==> config.mk <==
export PLATFORM = sky130hd
export DESIGN_NAME = stage_update_writer
export DESIGN_NICKNAME = d
export VERILOG_FILES = /design/src/rtl/stage_update_writer.sv
export SDC_FILE = /design/constraint.sdc
export NUM_CORES = 1
export LEC_CHECK = 0
export BUFFER_PORTS_ARGS = -buffer_cell sky130_fd_sc_hd__buf_4
export CAP_MARGIN = 10
export CORE_AREA = 2 2 196 198
export DETAILED_ROUTE_END_ITERATION = 16
export DIE_AREA = 0 0 198 200
export SETUP_SLACK_MARGIN = 0.1
export SLEW_MARGIN = 20
export SYNTH_ARGS = -nofsm -noshare
export SYNTH_HDL_FRONTEND = slang
export SYNTH_SLANG_ARGS = --single-unit
==> constraint.sdc <==
create_clock -name clk -period 4.2 [get_ports clk]
set_input_delay 0.63 -clock clk [delete_from_list [all_inputs] [get_ports clk]]
set_output_delay 0.63 -clock clk [all_outputs]
set_load 0.02 [all_outputs]
==> src/rtl/stage_update_writer.sv <==
// Stage update writer: commits single-word updates to one of STAGES lookup-stage BRAMs.
// Optional READBACK_VERIFY_EN reads the word back and reports the comparison in rsp_ok.
module stage_update_writer #(
  parameter int unsigned DATA   = 72,
  parameter int unsigned ADDR   = 10,
  parameter int unsigned STAGES = 4,
  localparam int unsigned SW    = (STAGES > 1) ? $clog2(STAGES) : 1
) (
  input  logic                     clk,
  input  logic                     rst_n,
  input  logic                     cmd_valid,
  output logic                     cmd_ready,
  input  logic [SW-1:0]            cmd_stage,
  input  logic [ADDR-1:0]          cmd_addr,
  input  logic [DATA-1:0]          cmd_data,
  output logic [STAGES-1:0]        mem_wr,
  output logic [ADDR-1:0]          mem_addr,
  output logic [DATA-1:0]          mem_din,
  input  logic [STAGES*DATA-1:0]   mem_dout,
  output logic                     rsp_valid,
  input  logic                     rsp_ready,
  output logic                     rsp_ok,
  output logic [15:0]              wr_count,
  output logic [15:0]              err_count,
  output logic                     busy
);

  localparam logic [2:0] StIdle  = 3'd0;
  localparam logic [2:0] StWrite = 3'd1;
`ifdef READBACK_VERIFY_EN
  localparam logic [2:0] StRead  = 3'd2;
  localparam logic [2:0] StCheck = 3'd3;
`endif
  localparam logic [2:0] StResp  = 3'd4;

  localparam logic [SW:0] StagesW = (SW + 1)'(STAGES);

  logic [2:0]      state_q, state_d;
  logic            init_q;
  logic [SW-1:0]   stage_q;
  logic [ADDR-1:0] addr_q;
  logic [DATA-1:0] data_q;
  logic            ok_q;
  logic [15:0]     wr_count_q;
  logic [15:0]     err_count_q;
  logic            accept;
  logic            in_range;

  // init_q holds cmd_ready low until the first edge after reset release.
  assign cmd_ready = init_q && (state_q == StIdle);
  assign accept    = cmd_valid && cmd_ready;
  assign in_range  = {1'b0, cmd_stage} < StagesW;

`ifdef READBACK_VERIFY_EN
  logic [DATA-1:0] rd_word;
  assign rd_word = mem_dout[32'(stage_q) * DATA +: DATA];
`else
  logic unused_mem_dout;
  assign unused_mem_dout = ^mem_dout;
`endif

  always_comb begin
    state_d = state_q;
    case (state_q)
      StIdle:  if (accept) state_d = in_range ? StWrite : StResp;
`ifdef READBACK_VERIFY_EN
      StWrite: state_d = StRead;
      StRead:  state_d = StCheck;
      StCheck: state_d = StResp;
`else
      StWrite: state_d = StResp;
`endif
      StResp:  if (rsp_ready) state_d = StIdle;
      default: state_d = StIdle;
    endcase
  end

  always_ff @(posedge clk or negedge rst_n) begin
    if (!rst_n) begin
      state_q     <= StIdle;
      init_q      <= 1'b0;
      stage_q     <= '0;
      addr_q      <= '0;
      data_q      <= '0;
      ok_q        <= 1'b0;
      wr_count_q  <= '0;
      err_count_q <= '0;
    end else begin
      state_q <= state_d;
      init_q  <= 1'b1;
      if (accept) begin
        stage_q <= cmd_stage;
        addr_q  <= cmd_addr;
        data_q  <= cmd_data;
        ok_q    <= 1'b0;
      end
      if (state_q == StWrite) begin
        if (wr_count_q != 16'hFFFF) wr_count_q <= wr_count_q + 16'd1;
`ifndef READBACK_VERIFY_EN
        ok_q <= 1'b1;
`endif
      end
`ifdef READBACK_VERIFY_EN
      if (state_q == StCheck) ok_q <= (rd_word == data_q);
`endif
      if (state_q == StResp && rsp_ready && !ok_q && err_count_q != 16'hFFFF) begin
        err_count_q <= err_count_q + 16'd1;
      end
    end
  end

  always_comb begin
    mem_wr = '0;
    for (int s = 0; s < STAGES; s++) begin
      mem_wr[s] = (state_q == StWrite) && (32'(stage_q) == s);
    end
  end

  assign mem_addr  = addr_q;
  assign mem_din   = data_q;
  assign rsp_valid = (state_q == StResp);
  assign rsp_ok    = ok_q;
  assign wr_count  = wr_count_q;
  assign err_count = err_count_q;
  assign busy      = (state_q != StIdle);

endmodule

# Yosys cells after proc, flatten, opt, wreduce, memory -nomap -nowiden
# Index checks and enable logic that the tools add are counted.
[totals]
regBits = 121
output_inout_bits = 122
word_cells = 40
in_bits = 376
[classes]
n_eq_ne = 9
reduce_logical = 16
mux = 5
n_addsub = 2
[op_table]
columns = ["op", "count"]
rows = [
  ["$add 16x1->16 const B", 2],
  ["$ne 16x16->1 const B", 2],
  ["$logic_and 1x1->1", 9],
  ["$pmux 3 s3", 1],
  ["$mux 3", 2],
  ["$eq 2x2->1 const B", 2],
  ["$reduce_and 2->1", 2],
  ["$eq 3x1->1 const B", 1],
  ["$eq 3x3->1 const B", 1],
  ["$logic_not 3->1", 1],
  ["$reduce_bool 3->1", 1],
  ["$eq 2x1->1 const B", 1],
  ["$logic_not 2->1", 1],
  ["$mux 1", 2],
  ["$ne 2x1->1 const B", 1],
  ["$ne 2x2->1 const B", 1],
  ["$reduce_bool 2->1", 1],
  ["$logic_not 1->1", 1],
]

# Logic depth before layout (Yosys ltp)
[logic_depth]
ltp_word = 5
mapped_depth = 6
mapped_depth_nobuf = 5

# Least setup slack after synthesis
# No wires, ideal clock.
[synth_timing]
kind = "in2reg"
start = "input cmd_valid"
end = "register addr_q[3] (netlist: mem_addr[3])"
setup_slack_ns = 2.467
n_path_buf = 3
required_ns = 4.072
arrival_ns = 1.606
setup_ns = 0.128
cell_stages = 5
path_cell_list = "and3_1 > clkbuf_1 > buf_2 > buf_4 > mux2_1"
[synth_between]
elab_chain_len = 1
[synth_lines]
columns = ["item", "line_no", "source"]
rows = [
  ["start, declared", "11", "input logic cmd_valid,"],
  ["$logic_and 1x1->1", "51", "assign accept = cmd_valid && cmd_ready;"],
  ["end signal, assigned", "93", "addr_q <= cmd_addr;"],
  ["end, declared", "41", "logic [ADDR-1:0] addr_q;"],
]
# No other way between the ends.
# A chain may end at the register's enable or synchronous reset.

# Final worst setup path
[layout_timing]
start = "register state_q[0]"
end = "output mem_wr[3]"
[layout_between]
elab_chain_len = 2
[layout_lines]
columns = ["item", "line_no", "source"]
rows = [
  ["start, declared", "38", "logic [2:0] state_q, state_d;"],
  ["start signal, assigned", "80", "state_q <= StIdle;"],
  ["start signal, assigned", "89", "state_q <= state_d;"],
  ["$eq 3x1->1", "115", "mem_wr[s] = (state_q == StWrite) && (32'(stage_q) == s);"],
  ["$logic_and 1x1->1", "115", ""],
  ["end, declared", "16", "output logic [STAGES-1:0] mem_wr,"],
]
# No other way between the ends.

==> run summary <==
run status: finished clean
total iterations of the first detailed-routing run: 5
power density over the cells: 561 nW/um^2
total overflow reported by the global router: 0
number of max-cap violations: 0
Final Util: 20.3%
highest-delay cell along the critical path: nor2b_1
Max clock buf depth: 2
Crit Path Max Fanout: 6
warning count from the yosys run: 0
unique cell type count in the Yosys netlist: 35
Die Width: 198 um
Final Hold Fails: 0
end of the worst register-to-register path: mem_addr[4]$_DFFE_PN0P_
layout cells sized above 1: 50.6%
delay of the slowest cell on the worst path: 0.53 ns
path type of the worst min-delay path: in2async
endpoint arrival time on the critical path: 1.83 ns
Crit. Startpoint: state_q[0]$_DFFE_PN0P_
startpoint type of the worst setup path: flop
Net Count, Synth: 721
final setup violation count: 0
largest net degree at the start of global routing: 63
ports placed on the boundary: 498
insertion delay to the later sink of the worst-skew pair: 0.43 ns
antenna-violating nets left: 0
clk slew on worst S/H paths: 0.07 ns
setup repair after global routing missed its margin: false
end point of the critical path: mem_wr[3]
count of instances resized after the clock tree is built: 0
Initial Util: 12.9%
drt via density: 3.28
Cell Area, Placed: 7010 um^2
Slew Limit Headroom: 43.9%
Clock power frac: 34.2%
relative contribution of combinational cells to total power: 28.2%
r2r worst-path depth: 4
number of core rows: 71
smallest setup slack after layout: 1.74 ns
library cell occupying the most area in the post-synthesis netlist: dfrtp_1
area added between synthesis and finish: 56.6%
vias in the first global route: 3743
startpoint of the lowest-slack register-to-register path: state_q[0]$_DFFE_PN0P_
final net count: 938
hold slack: 0.291 ns
detail-routed net length per standard cell: 13.2 um
endpoint type of the worst setup path: primary output
clk sinks: 120
internal portion of total power: 2820 uW
die height: 200 um
DRC violation total after the first TritonRoute iteration: 83
area of the die: 39600 um^2
power share of the sequential group: 37.6%
transition time at the pin with the least slew margin: 0.841 ns
Netlist Area Pre-Place: 4840 um^2
cts bufs inserted: 17
cell-by-cell listing of the critical path: nor2b_1 -> and3_1 -> buf_4
post-synth top area share: 62.1%
sequential cell area fraction in the yosys report: 62.1%
area of the placeable core: 37400 um^2
WS Path Type: reg2out
mean area per synthesized cell: 14.1 um^2
Setup Skew: 0.0127 ns
Top FF cell, synth: dfrtp_1
Leakage: 0.00341 uW
post-detail-place hpwl: 10300 um
worst supply voltage drop on vdd: 0.326 mV
number of synthesized flops with an enable pin: 0
clock root buffer master: clkbuf_16
routed vias: 3553
routability congestion estimate from global placement: 0.727
TritonCTS clock tree: yes
fraction of power spent switching nets: 33.6%
Max Freq: 407 MHz
PortBufs: 209
# diodes: 0
number of hold buffers added after CTS: 0
final total negative setup slack: 0 ns
most area-consuming cells after synthesis: dfrtp_1, mux2_2, mux2_1
number of flip-flops and latches in the synthesized netlist: 120
net switching component of the power: 1430 uW
number of max-slew violations in the final report: 0
first-pass GRT wire length: 21200 um
min cycle time layout: 2.46 ns
final design area excluding fillers: 7570 um^2
H-tree depth: 4
number of antenna violations at the first check in global routing: 1
final routed DRC violation total: 0
worst reg-to-reg setup slack: 1.83 ns
total global-route track usage: 7.27%
async set-or-reset flop fraction in the synthesized netlist: 100%
count of mapped cells out of synthesis: 343
total length of routed wires: 14300 um
post-CTS setup-driven buffer insertion count: 0
WP data required: 3.57 ns
Final Cycle Share: 58.5%
worst slack at placement: 1.69 ns
==> registers in the layout (all words and copies together), names as in the netlist <==
name and count:
mem_din 72, rsp_ok 1, stage_q 2, init_q 1, state_q 2, err_count 16, mem_addr 10, wr_count 16
==> power by group through the flow <==
stage | sequential [uW] | combinational, uW | clock [uW]
5_1_grt | 1640 | 1290 | 1570
3_5_place_dp | 1620 | 1230 | 0
6_report | 1600 | 1200 | 1450
3_3_place_gp | 1610 | 1220 | 0
4_1_cts | 1600 | 1230 | 1520
2_1_floorplan | 1920 | 287 | 0
==> critical path, delay by kind of cell, from the launching register on <==
family / cells / cell delay [ns]
AND/OR/NAND/NOR: 2 / 0.77
buffers and inverters: 1 / 0.14
flip-flops: 1 / 0.48
==> cells in the mapped netlist, types with 3 or more instances <==
cell      count
nor3_1        5
nor2_1       10
buf_4         5
xor2_1        9
nand3_1       8
mux2_2       44
xnor2_1      15
o21ai_0       4
nand4_1      13
nand2_1      15
clkbuf_1      3
inv_1         3
and3_1        7
a31oi_1       5
mux2_1       42
a21oi_1       3
buf_2         6
and2_1        3
dfrtp_1     120
and4_1        3
==> final cells by class <==
| class | count | area (um^2) |
|---|---|---|
| fill | 4079 | 29800 |
| sequential | 120 | 3000 |
| multi-input combinational | 206 | 1750 |
| timing repair buffer | 212 | 1600 |
| tap | 511 | 639 |
| clock buffer | 18 | 429 |
| clock inverter | 14 | 140 |
| inverter | 3 | 11.3 |
==> per-stage QoR <==
stage	total power, uW	cells
2_1_floorplan	2200	343
5_1_grt	4500	1084
3_5_place_dp	2840	1052
4_1_cts	4350	1084
6_report	4250	1084
3_3_place_gp	2820	1052
==> how the worst min path moves through the flow <==
stage	end	slack, ns
5_1_grt	mem_din[58]$_DFFE_PN0P_	0.34
4_1_cts	mem_din[58]$_DFFE_PN0P_	0.30
2_1_floorplan	err_count[0]$_DFFE_PN0P_	0.33
3_3_place_gp	mem_addr[4]$_DFFE_PN0P_	0.47
3_5_place_dp	mem_din[26]$_DFFE_PN0P_	0.48
6_report	mem_din[58]$_DFFE_PN0P_	0.29
==> cell usage in the layout (no fill, tap or decap), drive strengths merged, types with 8 or more instances in the layout <==
| master | Yosys | layout |
|---|---|---|
| buf | 11 | 212 |
| clkbuf | 3 | 18 |
| dfrtp | 120 | 120 |
| inv | 3 | 10 |
| mux2 | 86 | 86 |
| nand2 | 15 | 15 |
| nand3 | 8 | 8 |
| nand4 | 14 | 14 |
| nor2 | 10 | 10 |
| xnor2 | 15 | 15 |
| xor2 | 9 | 9 |
==> metal layers <==
layer  part of all wire, %  vias up  GRT usage [%]
met3                   7.6       14           3.04
met1                    39     1758           7.74
met2                    51      122           12.3
li1                      -     1657              -
met5                 0.070        -              0
met4                   1.7        2           4.04
==> kinds of logic (layout without fill, tap and decap cells) <==
group / count (synthesis) / in the layout / share of synthesized area (%)
adders and majority gates: 2 / 2 / 0.517
buffers and inverters: 17 / 247 / 1.86
and+or+nand+nor: 74 / 74 / 8.46
DFF: 120 / 120 / 62.1
AOI/OAI and AO/OA: 19 / 19 / 2.61
other: 1 / 1 / 0.0775
muxes: 86 / 86 / 20.0
xor gates and xnor gates: 24 / 24 / 4.35
Note: power is estimated with default switching activity, not from simulation.
